$ cat src/rtl/injector_pkg.sv
// Shared types and width helpers for the packetised thermometer operand injector.
package injector_pkg;

  typedef enum logic [1:0] {
    ST_IDLE = 2'd0,
    ST_SEND = 2'd1,
    ST_GAP  = 2'd2,
    ST_DONE = 2'd3
  } state_t;

  // Which end of the 2N-bit word the thermometer run is anchored to.
  typedef enum logic {
    SIDE_LSB = 1'b0,
    SIDE_MSB = 1'b1
  } side_t;

  // len + STRIDE can reach 4N before the wrap is subtracted.
  function automatic int len_w(input int n);
    return $clog2(4 * n + 2);
  endfunction

  function automatic int cnt_w(input int payload);
    return $clog2(payload + 1);
  endfunction

  // Gap counter runs 0..GAP-1; keep at least one bit when GAP is 0 or 1.
  function automatic int gap_w(input int gap);
    return (gap < 2) ? 1 : $clog2(gap);
  endfunction

endpackage

$ cat src/rtl/thermo_word_gen.sv
// Combinational thermometer word: len ones anchored at the MSB or LSB end of a 2N-bit word.
module thermo_word_gen
  import injector_pkg::*;
#(
  parameter int N     = 21,
  parameter int LEN_W = 7
) (
  input  logic [LEN_W-1:0] len,
  input  side_t            side,
  output logic [2*N-1:0]   word
);

  always_comb begin
    word = '0;
    for (int i = 0; i < 2 * N; i++) begin
      if (side == SIDE_MSB) word[i] = (i >= 2 * N - int'(len));
      else                  word[i] = (i < int'(len));
    end
  end

endmodule

$ cat src/rtl/flit_operand_injector.sv
// Packetised operand source: PAYLOAD thermometer flits per packet, GAP idle cycles after each,
// NUM_PACKETS packets per run, with valid/ready backpressure and fully registered outputs.
module flit_operand_injector
  import injector_pkg::*;
#(
  parameter int N           = 21,
  parameter int PAYLOAD     = 20,
  parameter int GAP         = 7,
  parameter int NUM_PACKETS = 10,
  parameter int STRIDE      = 11
) (
  input  logic                         clk,
  input  logic                         rst,
  input  logic                         start,
  input  logic                         out_ready,
  output logic                         out_valid,
  output logic [N-1:0]                 input1,
  output logic [N-1:0]                 input2,
  output logic                         busy,
  output logic                         done,
  output logic [$clog2(PAYLOAD+1)-1:0] flit_cnt,
  output logic [15:0]                  pkt_cnt
);

  localparam int W2    = 2 * N;
  localparam int LEN_W = len_w(N);
  localparam int FC_W  = cnt_w(PAYLOAD);
  localparam int GC_W  = gap_w(GAP);

  localparam logic [LEN_W-1:0] STRIDE_L  = LEN_W'(STRIDE);
  localparam logic [LEN_W-1:0] TWO_N_L   = LEN_W'(W2);
  localparam logic [LEN_W-1:0] WRAP_L    = LEN_W'(W2 + 1);
  localparam logic [FC_W-1:0]  FLIT_LAST = FC_W'(PAYLOAD - 1);
  localparam logic [15:0]      PKT_LAST  = 16'(NUM_PACKETS - 1);
  localparam logic [15:0]      PKT_TOTAL = 16'(NUM_PACKETS);
  localparam logic [GC_W-1:0]  GAP_LAST  = GC_W'((GAP > 0) ? GAP - 1 : 0);

  state_t            state, state_nxt;
  logic [LEN_W-1:0]  len, len_nxt, len_sum, len_adv, gen_len;
  side_t             side, side_nxt, gen_side;
  logic [W2-1:0]     word;
  logic [FC_W-1:0]   flit_nxt;
  logic [15:0]       pkt_nxt;
  logic [GC_W-1:0]   gap_cnt, gap_nxt;
  logic              valid_nxt;
  logic              load_word;

  always_comb begin
    len_sum = len + STRIDE_L;
    len_adv = (len_sum > TWO_N_L) ? len_sum - WRAP_L : len_sum;
  end

  // Next-state and next-register values; gen_len/gen_side select which flit is loaded.
  always_comb begin
    state_nxt = state;
    len_nxt   = len;
    side_nxt  = side;
    flit_nxt  = flit_cnt;
    pkt_nxt   = pkt_cnt;
    gap_nxt   = gap_cnt;
    valid_nxt = out_valid;
    load_word = 1'b0;
    gen_len   = len_adv;
    gen_side  = (side == SIDE_MSB) ? SIDE_LSB : SIDE_MSB;

    case (state)
      ST_IDLE, ST_DONE: begin
        if (start) begin
          state_nxt = ST_SEND;
          valid_nxt = 1'b1;
          flit_nxt  = '0;
          pkt_nxt   = '0;
          gen_len   = STRIDE_L;
          gen_side  = SIDE_MSB;
          load_word = 1'b1;
        end
      end
      ST_SEND: begin
        if (out_valid && out_ready) begin
          if (flit_cnt == FLIT_LAST) begin
            pkt_nxt = pkt_cnt + 16'd1;
            if (GAP > 0) begin
              state_nxt = ST_GAP;
              valid_nxt = 1'b0;
              flit_nxt  = flit_cnt + 1'b1;
              gap_nxt   = '0;
            end else if (pkt_cnt == PKT_LAST) begin
              state_nxt = ST_DONE;
              valid_nxt = 1'b0;
              flit_nxt  = flit_cnt + 1'b1;
            end else begin
              flit_nxt  = '0;
              gen_len   = STRIDE_L;
              gen_side  = SIDE_MSB;
              load_word = 1'b1;
            end
          end else begin
            flit_nxt  = flit_cnt + 1'b1;
            load_word = 1'b1;
          end
        end
      end
      ST_GAP: begin
        if (gap_cnt == GAP_LAST) begin
          if (pkt_cnt < PKT_TOTAL) begin
            state_nxt = ST_SEND;
            valid_nxt = 1'b1;
            flit_nxt  = '0;
            gen_len   = STRIDE_L;
            gen_side  = SIDE_MSB;
            load_word = 1'b1;
          end else begin
            state_nxt = ST_DONE;
          end
        end else begin
          gap_nxt = gap_cnt + 1'b1;
        end
      end
      default: state_nxt = ST_IDLE;
    endcase

    if (load_word) begin
      len_nxt  = gen_len;
      side_nxt = gen_side;
    end
  end

  thermo_word_gen #(.N(N), .LEN_W(LEN_W)) u_gen (
    .len  (gen_len),
    .side (gen_side),
    .word (word)
  );

  // Output register stage; words only change when a new flit is loaded.
  always_ff @(posedge clk) begin
    if (rst) begin
      state     <= ST_IDLE;
      len       <= '0;
      side      <= SIDE_MSB;
      gap_cnt   <= '0;
      out_valid <= 1'b0;
      input1    <= '0;
      input2    <= '0;
      busy      <= 1'b0;
      done      <= 1'b0;
      flit_cnt  <= '0;
      pkt_cnt   <= '0;
    end else begin
      state     <= state_nxt;
      len       <= len_nxt;
      side      <= side_nxt;
      gap_cnt   <= gap_nxt;
      out_valid <= valid_nxt;
      busy      <= (state_nxt == ST_SEND) || (state_nxt == ST_GAP);
      done      <= (state_nxt == ST_DONE);
      flit_cnt  <= flit_nxt;
      pkt_cnt   <= pkt_nxt;
      if (load_word) begin
        input1 <= word[N-1:0];
        input2 <= word[W2-1:N];
      end
    end
  end

endmodule

$ cat config.mk
export PLATFORM = sky130hd
export DESIGN_NAME = flit_operand_injector
export DESIGN_NICKNAME = d
export VERILOG_FILES = /design/src/rtl/injector_pkg.sv /design/src/rtl/thermo_word_gen.sv /design/src/rtl/flit_operand_injector.sv
export SDC_FILE = /design/constraint.sdc
export NUM_CORES = 1
export LEC_CHECK = 0
export CAP_MARGIN = 20
export CORE_ASPECT_RATIO = 1.1
export CORE_MARGIN = 5
export CORE_UTILIZATION = 50
export CTS_CLUSTER_SIZE = 12
export DETAILED_ROUTE_END_ITERATION = 8
export GPL_TIMING_DRIVEN = 0
export MAX_ROUTING_LAYER = met4
export PLACE_DENSITY = 0.77
export SYNTH_ARGS = -nofsm -noshare
export SYNTH_HDL_FRONTEND = slang
export SYNTH_SLANG_ARGS = --single-unit
$ cat constraint.sdc
create_clock -name clk -period 4.45 [get_ports clk]
set_input_delay 0.445 -clock clk [delete_from_list [all_inputs] [get_ports clk]]
set_output_delay 0.445 -clock clk [all_outputs]
set_load 0.03 [all_outputs]
==> run metrics, run 1 <==
Std-Cell Rows 38; most numerous cell in the Yosys netlist nor2_1; final worst slack 0.180 ns; Cell Area, Synth 5080 um^2; initial antenna violation count 0; P&R area growth vs syn 27.9%; syn nets 690; Yosys top cell by area dfxtp_1; Post-Route Setup TNS 0 ns; GRT Resource Usage Total 31.6%; overall via count from detail_route 5696; crit share post-route 96.0%; pins over their slew limit 0; outcome finished clean; Total Nets Final 792; Via density 6.34; Post-synth top cells nor2_1, dfxtp_1, nand2_1; crit path kind reg2reg; synthesized area per cell 7.56 um^2; ys async rst share 0%; pwr dens 412 nW/um^2; non-filler instance count after layout 899; Yosys top cell area share 31.1%; VDD IR-drop max 221 uV; drt initial violations 695; worst-path fanout max 10; drt pass-1 iters 6; root buf cell clkbuf_8; final hold viol count 0; Routability Congestion 1.02; HPWL after detailed placement 13800 um; main area contributors after synthesis dfxtp_1, nor2_1, a21oi_1, nand2_1, o21ai_0; Seq/Total Area, Yosys 31.1%; pre-CTS setup slack -1.19 ns; Post-DRT Antenna Nets 0; Leak 2.31 nW; final WL 19100 um; DP Cell Count 861; cts bufs inserted 9; Hold Slack 0.485 ns; TritonCTS clock tree yes; Worst EP required 4.76 ns; setup violators final 0; CP Launch Type register; vias in the first global route 5397; Tmin final 4.27 ns; Critical Path Sink Type register; # DRC 0; die height 116 um; starting density of the core 51.4%; IO Port Bufs 69; first-pass GRT wire length 29400 um; Worst-Skew Late Latency 0.37 ns; Die Span X 106 um; cts hold-fix bufs 0; clock buffer depth 2; CTS clock-pin slew for the worst setup and hold paths 0.10 ns; Slew @ Worst Pin 0.984 ns; worst min-delay path category reg2reg; Synth Instances 672; WL/cell 21.3 um; I/O pin count 70; Diodes inserted 0; Rel. slew slack 33.5%; clock tree skew after final layout 0.0136 ns; die area 12300 um^2; pin count of the biggest net entering global routing 16; Post-synth EDFFs 0; Max Cap Viol 0; gr ovfl total 0; fmax 0.234 GHz; Clock Sinks 79; Critical Path AT 4.58 ns; H-tree depth 3; ys flop type dfxtp_1; number of synthesis warnings 0; Netlist cell types 79; Placeable Area 9890 um^2; flop and latch count out of synthesis 79; layout cell share with drive strength beyond 1 14.0%
## worst paths after layout
path	startpoint	cells past startpoint	endpoint	slack, ns
worst max register to register	len[0]	21	input1[16]	0.18
worst max-delay path	len[0]	21	input1[16]	0.18
worst min-delay path	input2[8]	2	input2[8]	0.48
worst min register to register	input2[8]	2	input2[8]	0.48
## where the power goes
part | internal (W) | total (W) | leakage (nW) | switching [W]
Sequential | 0.000768 | 0.000808 | 0.648 | 0.0000402
Clock | 0.000226 | 0.000533 | 0.0910 | 0.000308
Combinational | 0.000484 | 0.00134 | 1.57 | 0.000855
Total | 0.00148 | 0.00268 | 2.31 | 0.00120
## logic make-up after synthesis
logic type | synth area share (%)
xor+xnor | 4.95
compound gates | 28.2
fa+ha+maj | 3.45
simple gates | 27.5
flops | 31.1
buf+inv | 4.60
mux | 0.197
## what timing repair did
action / in CTS / in global routing
pin swaps: 6 / 9
buffers inserted: 7 / 15
setup endpoints to repair: 42 / 41
gates cloned: 0 / 0
resized for setup: 18 / 31
## sequential cells by signal, indices dropped and copies added, names as in the netlist, 2 cells and up
signal    count
flit_cnt      5
gap_cnt       3
input1       21
input2       21
len           7
pkt_cnt      16
state         2
## worst max-delay path, stage by stage (launching register included)
cell and delay, ns:
dfxtp_4 0.39, buf_6 0.15, inv_1 0.09, ha_2 0.32, clkbuf_4 0.18, inv_1 0.07
o22ai_2 0.16, a221oi_2 0.07, buf_4 0.16, a211oi_4 0.30, nor3_1 0.12, o31ai_4 0.33
inv_2 0.12, ha_4 0.21, inv_2 0.10, and3_4 0.20, nor2_2 0.05, xnor2_2 0.19
buf_6 0.17, nand2_2 0.12, or4_1 0.54, a31oi_1 0.17
## metrics by stage
stage | power, W | utilization (%) | area (um^2)
3_3_place_gp | 0.00194 | 59.9 | 5920
2_1_floorplan | 0.00157 | - | 5080
4_1_cts | 0.00252 | 63.3 | 6260
6_report | 0.00268 | 65.8 | 6500
5_1_grt | 0.00279 | 65.8 | 6500
3_5_place_dp | 0.00194 | 59.9 | 5920
## routing by layer
metal | part of all wire (%) | vias up | GRT usage (%)
met5 | 0 | - | -
met4 | 4.7 | 0 | 17.4
met3 | 7.8 | 70 | 5.29
met2 | 46 | 323 | 49.9
met1 | 42 | 2662 | 38.7
li1 | - | 2641 | -
## area by class of cell
cell class,instances,area (um^2)
clock buffer,10,138
inverter,16,60.1
multi-input combinational,539,3470
sequential,79,1590
buffer,38,193
clock inverter,6,52.6
timing repair buffer,91,856
tap,120,150
fill,894,3390
## cells in the final DEF, fill, tap and decap left out, types with 10 or more instances in the layout
cell	instances
nor3_1	24
nor2_1	110
clkbuf_1	22
dfxtp_1	77
a31oi_1	13
buf_4	25
xor2_1	14
inv_1	13
clkbuf_8	10
a21oi_1	53
nand2_1	60
clkdlybuf4s50_1	69
o21bai_1	10
nand3_1	18
o21ai_0	35
a211oi_1	12
ha_1	12
Note: power is estimated with default switching activity, not from simulation.
==> inputs of run 2 (changes only) <==
--- a/config.mk
+++ b/config.mk
@@ -11,6 +11,7 @@
 export CORE_UTILIZATION = 50
 export CTS_CLUSTER_SIZE = 12
 export DETAILED_ROUTE_END_ITERATION = 8
+export GPL_ROUTABILITY_DRIVEN = 0
 export GPL_TIMING_DRIVEN = 0
 export MAX_ROUTING_LAYER = met4
 export PLACE_DENSITY = 0.77
==> run 2 against run 1 <==
Compared with the run above: the flow now finishes with violations (design-rule violations, negative setup slack); fmax decreased by 4.1%; via count up 3.6%; clock-buffer cell count rose by 1; flip-flop and latch count unchanged; critical path depth decreased by 1; largest cell class unchanged; sequential share of layout area about the same; critical path type unchanged; sequential power barely moved; global-route usage shrank 3.5 points; core utilization is 0.14 points lower.
==> run metrics, run 2 (synthesized netlist as in run 1, its figures left out) <==
TritonCTS clock tree yes; Max Cap Viol 0 (unchanged); die height 116 um (unchanged); Logic pwr share 46.6% (-3.3 points); Die Span X 106 um (unchanged); worst min-delay path category reg2reg; busiest grt layer met2; GRT Resource Usage Total 28.1% (-3.5 points); Leak 2.33 nW (+0.68%); CP Capture Point input1[7]; IO Port Bufs 69 (unchanged); Clk pwr share 23.8% (+3.9 points); root buf cell clkbuf_8; WL/cell 19.3 um (-9.2%); Via density 6.56 (+3.5%); Worst-Skew Late Latency 0.38 ns (about the same); drt initial violations 1092 (+57%); met2 Usage GRT 44.6% (-5.3 points); worst reg2reg path depth 20 (-4.8%); crit path kind reg2reg; Reg2Reg Setup Slack -0.004 ns (-0.18 ns); met1 Use GR 34.7% (-3.9 points); Std-Cell Rows 38 (unchanged); Tmin final 4.45 ns (+0.184 ns); Setup crit start len[0]; internal cell power 0.00158 W (+6.7%); Worst Hold Launch input2[8]; CTS clock-pin slew for the worst setup and hold paths 0.09 ns (about the same); die area 12300 um^2 (unchanged); clock tree skew after final layout 0.00734 ns (-0.00629 ns); pre-CTS setup slack -1.14 ns (+0.0475 ns); Rel. slew slack 39.6% (+6.1 points); Slew @ Worst Pin 0.898 ns (-0.0857 ns); cts hold-fix bufs 0 (unchanged); Reg power frac 29.6% (-0.5 points); setup violators final 1 (+1); Worst EP required 4.69 ns (-0.07 ns); Sw Share 42.2% (-2.7 points); P&R area growth vs syn 27.7%; clock buffer depth 2 (unchanged); reg2reg start len[0]; Fillers 834 (-6.7%); failing checks design-rule violations, negative setup slack; Diodes inserted 0 (unchanged); worst r2r dst input1[7]; Critical Path AT 4.70 ns (+0.12 ns); Clock Sinks 79 (unchanged); Critical Path Sink Type register; most common cell after layout, fill and taps aside nor2_1; pwr dens 420 nW/um^2 (+1.9%); gr ovfl total 0 (unchanged); final WL 17400 um (-9.1%); M3 GR Usage 5.57% (+0.28 points); initial antenna violation count 0 (unchanged); biggest regs input1 (21), input2 (21), pkt_cnt (16); fmax 0.225 GHz (-4.1%); I/O pin count 70 (unchanged); HPWL after detailed placement 12100 um (-12%); worst-path fanout max 10 (unchanged); commonest non-fill, non-tap cells in the layout nor2_1, dfxtp_1, clkdlybuf4s50_1, nand2_1, a21oi_1; overall via count from detail_route 5903 (+3.6%); pins over their slew limit 0 (unchanged); vias in the first global route 5504 (+2.0%); cts bufs inserted 9 (unchanged); pin count of the biggest net entering global routing 15 (-1); crit share post-route 100% (+4.1 points); Post-DRT Antenna Nets 0 (unchanged); outcome finished with violations; final worst slack -0.00364 ns (-0.184 ns); Placeable Area 9890 um^2 (unchanged); RSZ-0062 raised after global routing yes; final hold viol count 0 (unchanged); Total Nets Final 793 (+0.13%); Reg area 1590 um^2 (about the same); layout cell share with drive strength beyond 1 13.1% (-0.92 points); multi-input logic area 3400 um^2 (-1.8%); Util after Layout 65.6% (-0.14 points); Post-Route Setup TNS -0.00364 ns (-0.00364 ns); # DRC 18 (+18); VDD IR-drop max 289 uV (+31%); H-tree depth 3 (unchanged); drt pass-1 iters 9 (+3); CP Launch Type register; first-pass GRT wire length 27200 um (-7.6%); P_sw 0.00115 W (-4.3%); starting density of the core 51.4% (unchanged)
==> run 2: cell types whose count changed in the layout (fill, tap and decap cells not counted), moves of 2 or more <==
cell / before / now
clkinv_4: 2 / 0
a2111oi_2: 2 / 0
inv_6: 1 / 3
bufinv_16: 0 / 2
clkinvlp_4: 2 / 0
==> run 2: worst min path at each step <==
stage               cells after the start   endpoint  slack (ns)
floorplan                               2     len[6]        0.48
global placement                        2  input2[4]        0.47
detailed placement                      2  input2[8]        0.47
CTS                                     2  input2[8]        0.49
global route                            2  input2[8]        0.50
finish                                  2  input2[8]        0.50
==> run 2: worst max-delay path, stage by stage (launching register included) <==
cell,delay (ns)
dfxtp_4,0.38
buf_6,0.14
inv_1,0.09
ha_1,0.29
clkbuf_4,0.19
inv_1,0.07
o22ai_1,0.21
a221oi_2,0.11
a211oi_2,0.43
nor3_2,0.11
o31ai_4,0.31
inv_2,0.12
ha_4,0.21
inv_2,0.09
nand3_1,0.14
o21ai_2,0.26
a211oi_4,0.15
buf_4,0.18
nor2_2,0.21
nand2_1,0.14
a2111oi_1,0.48
==> run 2: layer usage <==
metal  wire (um)  part of all wire [%]
met1        6880                    40
met2        7720                    44
met3        1820                    10
met4         948                   5.5
met5           0                     0
==> run 2: per-stage QoR <==
step | area, um^2 | hold slack, ns | power (W) | instances
after global placement | 5920 | 0.473 | 0.00188 | 861
after floorplan | 5080 | 0.479 | 0.00157 | 672
after CTS | 6270 | 0.490 | 0.00257 | 884
after detailed placement | 5920 | 0.473 | 0.00189 | 861
after global routing | 6490 | 0.501 | 0.00282 | 900
final | 6490 | 0.495 | 0.00273 | 900
==> run 2: area by class of cell <==
cell class | instances | area share [%]
clock buffer | 11 | 2.33
clock inverter | 5 | 1.33
inverter | 16 | 0.925
buffer | 38 | 2.91
tap | 120 | 2.31
timing repair buffer | 92 | 13.3
multi-input combinational | 539 | 52.5
sequential | 79 | 24.4
==> run 2: power by group through the flow <==
stage                     Sequential (W)  Clock [W]  Combinational [W]
after floorplan                 0.000921          0           0.000647
after global placement          0.000820          0            0.00106
after detailed placement        0.000822          0            0.00107
after CTS                       0.000806   0.000651            0.00111
after global routing            0.000814   0.000686            0.00132
final                           0.000807   0.000649            0.00127
==> run 2: timing repair <==
item / in CTS / in global routing
resized for setup: 12 / 23
pin swaps: 8 / 8
buffers inserted: 7 / 16
setup endpoints to repair: 42 / 42
==> inputs of run 3 (changes only) <==
--- a/config.mk
+++ b/config.mk
@@ -6,15 +6,16 @@
 export NUM_CORES = 1
 export LEC_CHECK = 0
 export CAP_MARGIN = 20
+export CELL_PAD_IN_SITES_DETAIL_PLACEMENT = 1
+export CELL_PAD_IN_SITES_GLOBAL_PLACEMENT = 2
 export CORE_ASPECT_RATIO = 1.1
 export CORE_MARGIN = 5
-export CORE_UTILIZATION = 50
+export CORE_UTILIZATION = 29
 export CTS_CLUSTER_SIZE = 12
 export DETAILED_ROUTE_END_ITERATION = 8
 export GPL_ROUTABILITY_DRIVEN = 0
 export GPL_TIMING_DRIVEN = 0
-export MAX_ROUTING_LAYER = met4
-export PLACE_DENSITY = 0.77
+export PLACE_DENSITY_LB_ADDON = 0.1
 export SYNTH_ARGS = -nofsm -noshare
 export SYNTH_HDL_FRONTEND = slang
 export SYNTH_SLANG_ARGS = --single-unit
==> run 3 against run 2 <==
Compared with the run above: critical endpoint is now input2[6]; sequential share of layout area decreased by 1.2 points; register-to-register slack gained 0.14 ns; clock power increased by 17%; the flow now finishes without violations; power up 7.7%; highest routed layer unchanged; worst hold slack gained 0.0042 ns.
==> run metrics, run 3 (synthesized netlist as in run 1, its figures left out) <==
WHS Path Cells 2 (unchanged); Tmin final 4.31 ns (-0.142 ns); TritonCTS clock tree yes; crit path kind reg2reg; P&R area growth vs syn 34.1%; vias in the first global route 5797 (+5.3%); die area 20300 um^2 (+65%); H-tree depth 3 (unchanged); Clk pwr share 25.9% (+2.1 points); Worst EP required 4.71 ns (+0.02 ns); Post-DRT Antenna Nets 0 (unchanged); reg2reg start len[0]; DP Area 6070 um^2 (+2.4%); Diodes inserted 0 (unchanged); Critical Path AT 4.57 ns (-0.13 ns); first-pass GRT wire length 33200 um (+22%); Die Span X 136 um (+28%); commonest non-fill, non-tap cells in the layout nor2_1, dfxtp_1, clkdlybuf4s50_1, nand2_1, a21oi_1; HPWL after detailed placement 15600 um (+29%); Logic pwr share 46.5% (about the same); total power 0.00294 W (+7.7%); worst r2r dst input2[6]; Via density 5.59 (-15%); biggest regs input1 (21), input2 (21), pkt_cnt (16); setup violators final 0 (-1); Leak 2.43 nW (+4.3%); hold path endpoint input2[16]; Reg2Reg Setup Slack 0.14 ns (+0.14 ns); clock buffer depth 2 (unchanged); die height 149 um (+29%); I/O pin count 70 (unchanged); most common cell after layout, fill and taps aside nor2_1; pwr dens 431 nW/um^2 (+2.5%); worst-path fanout max 10 (unchanged); P_sw 0.00123 W (+7.1%); fmax 0.232 GHz (+3.3%); cts bufs inserted 9 (unchanged); Util after Layout 39.8% (-26 points); Hold Slack 0.500 ns (+0.00417 ns); clock tree skew after final layout 0.00903 ns (+0.00168 ns); pin count of the biggest net entering global routing 14 (-1); Sw Share 42.0% (-0.22 points); Rel. slew slack 33.1% (-6.5 points); Worst Hold Launch input2[16]; starting density of the core 29.7% (-22 points); Max Cap Viol 0 (unchanged); CP Launch Type register; root buf cell clkbuf_16; Finished Cell Area 6820 um^2 (+5.1%); outcome finished clean; final WL 21600 um (+25%); internal cell power 0.00170 W (+8.1%); worst reg2reg path depth 22 (+10%); layout cell share with drive strength beyond 1 14.5% (+1.4 points); Std-Cell Rows 50 (+32%); final hold viol count 0 (unchanged); cts hold-fix bufs 0 (unchanged); Placeable Area 17100 um^2 (+73%); gr ovfl total 0 (unchanged); drt initial violations 362 (-67%); GRT Resource Usage Total 21.1% (-7.0 points); VDD IR-drop max 197 uV (-32%); Clock Sinks 79 (unchanged); initial antenna violation count 0 (unchanged); Reg power frac 27.5% (-2.1 points); # DRC 0 (-18); WL/cell 21.2 um (+9.7%); CTS clock-pin slew for the worst setup and hold paths 0.07 ns (-0.02 ns); IO Port Bufs 69 (unchanged); Fillers 2127 (+160%); drt pass-1 iters 5 (-4); Critical Path Sink Type register; crit share post-route 96.9% (-3.2 points); overall via count from detail_route 5715 (-3.2%); pins over their slew limit 0 (unchanged); Total Nets Final 802 (+1.1%); Slew @ Worst Pin 0.994 ns (+0.0960 ns); Worst-Skew Late Latency 0.34 ns (-0.04 ns); worst min-delay path category reg2reg
## run 3: changes by cell type in the layout (fill, tap and decap cells not counted), sizes merged
cell      change
clkinv        +1
inv           -2
buf          +10
clkbuf        -2
bufinv        -1
clkinvlp      +2
## run 3: final cells by class
cell class                      instances  area [um^2]  area share (%)
Clock inverter                          5         58.8           0.862
Tap cell                              234          293            4.29
Timing Repair Buffer                  101          968            14.2
Sequential cell                        79         1590            23.2
Clock buffer                           10          229            3.36
Multi-Input combinational cell        539         3430            50.3
Buffer                                 38          195            2.86
Inverter                               16         62.6           0.917
## run 3: metrics by stage
stage	cells	TNS, ns	setup slack, ns
3_3_place_gp	975	-36.30	-1.05
2_1_floorplan	672	0	0.000889
6_report	1022	0	0.138
3_5_place_dp	975	-40.44	-1.19
5_1_grt	1022	-0.411	-0.0615
4_1_cts	1005	-0.00355	-0.00355
## run 3: repair_timing
item	in CTS	in global routing
pin swaps	10	12
setup buffers	15	17
setup endpoints to repair	42	41
resized for setup	23	22
## run 3: power by group through the flow
stage / clock, W / sequential, W / combinational (W)
2_1_floorplan: 0 / 0.000921 / 0.000647
3_3_place_gp: 0 / 0.000822 / 0.00114
3_5_place_dp: 0 / 0.000824 / 0.00115
4_1_cts: 0.000773 / 0.000809 / 0.00127
5_1_grt: 0.000804 / 0.000816 / 0.00144
6_report: 0.000762 / 0.000808 / 0.00137
## run 3: routing by layer
layer | part of all wire (%) | up-vias | wire, um | global-route usage [%]
li1 | - | 2658 | - | -
met1 | 44 | 2785 | 9410 | 27.5
met2 | 47 | 209 | 10200 | 34.0
met3 | 5.8 | 63 | 1250 | 3.61
met4 | 3.7 | 0 | 810 | 9.58
met5 | 0 | - | 0 | 0
## run 3: worst max path at each step
stage                      start          to  slack (ns)  cells past startpoint
final                     len[0]   input2[6]        0.14                     22
after detailed placement  len[0]  input1[16]       -1.19                     20
after floorplan           len[0]  input1[16]      0.0009                     20
after CTS                 len[0]  input1[10]      -0.004                     16
after global placement    len[0]  input1[16]       -1.05                     20
after global routing      len[0]   input2[6]       -0.06                     22
## run 3: critical path, cell delays in order (launching register included)
cell      delay, ns
dfxtp_4        0.38
buf_6          0.15
inv_1          0.09
ha_2           0.33
buf_6          0.13
inv_1          0.06
o22ai_1        0.18
a221oi_2       0.11
a211oi_2       0.44
nor3_2         0.12
o31ai_4        0.31
inv_2          0.11
ha_4           0.21
inv_2          0.11
and3_4         0.22
nor2_2         0.06
xnor2_2        0.22
buf_4          0.16
buf_4          0.10
nor4b_4        0.20
buf_4          0.19
o21ai_1        0.07
a311oi_1       0.27
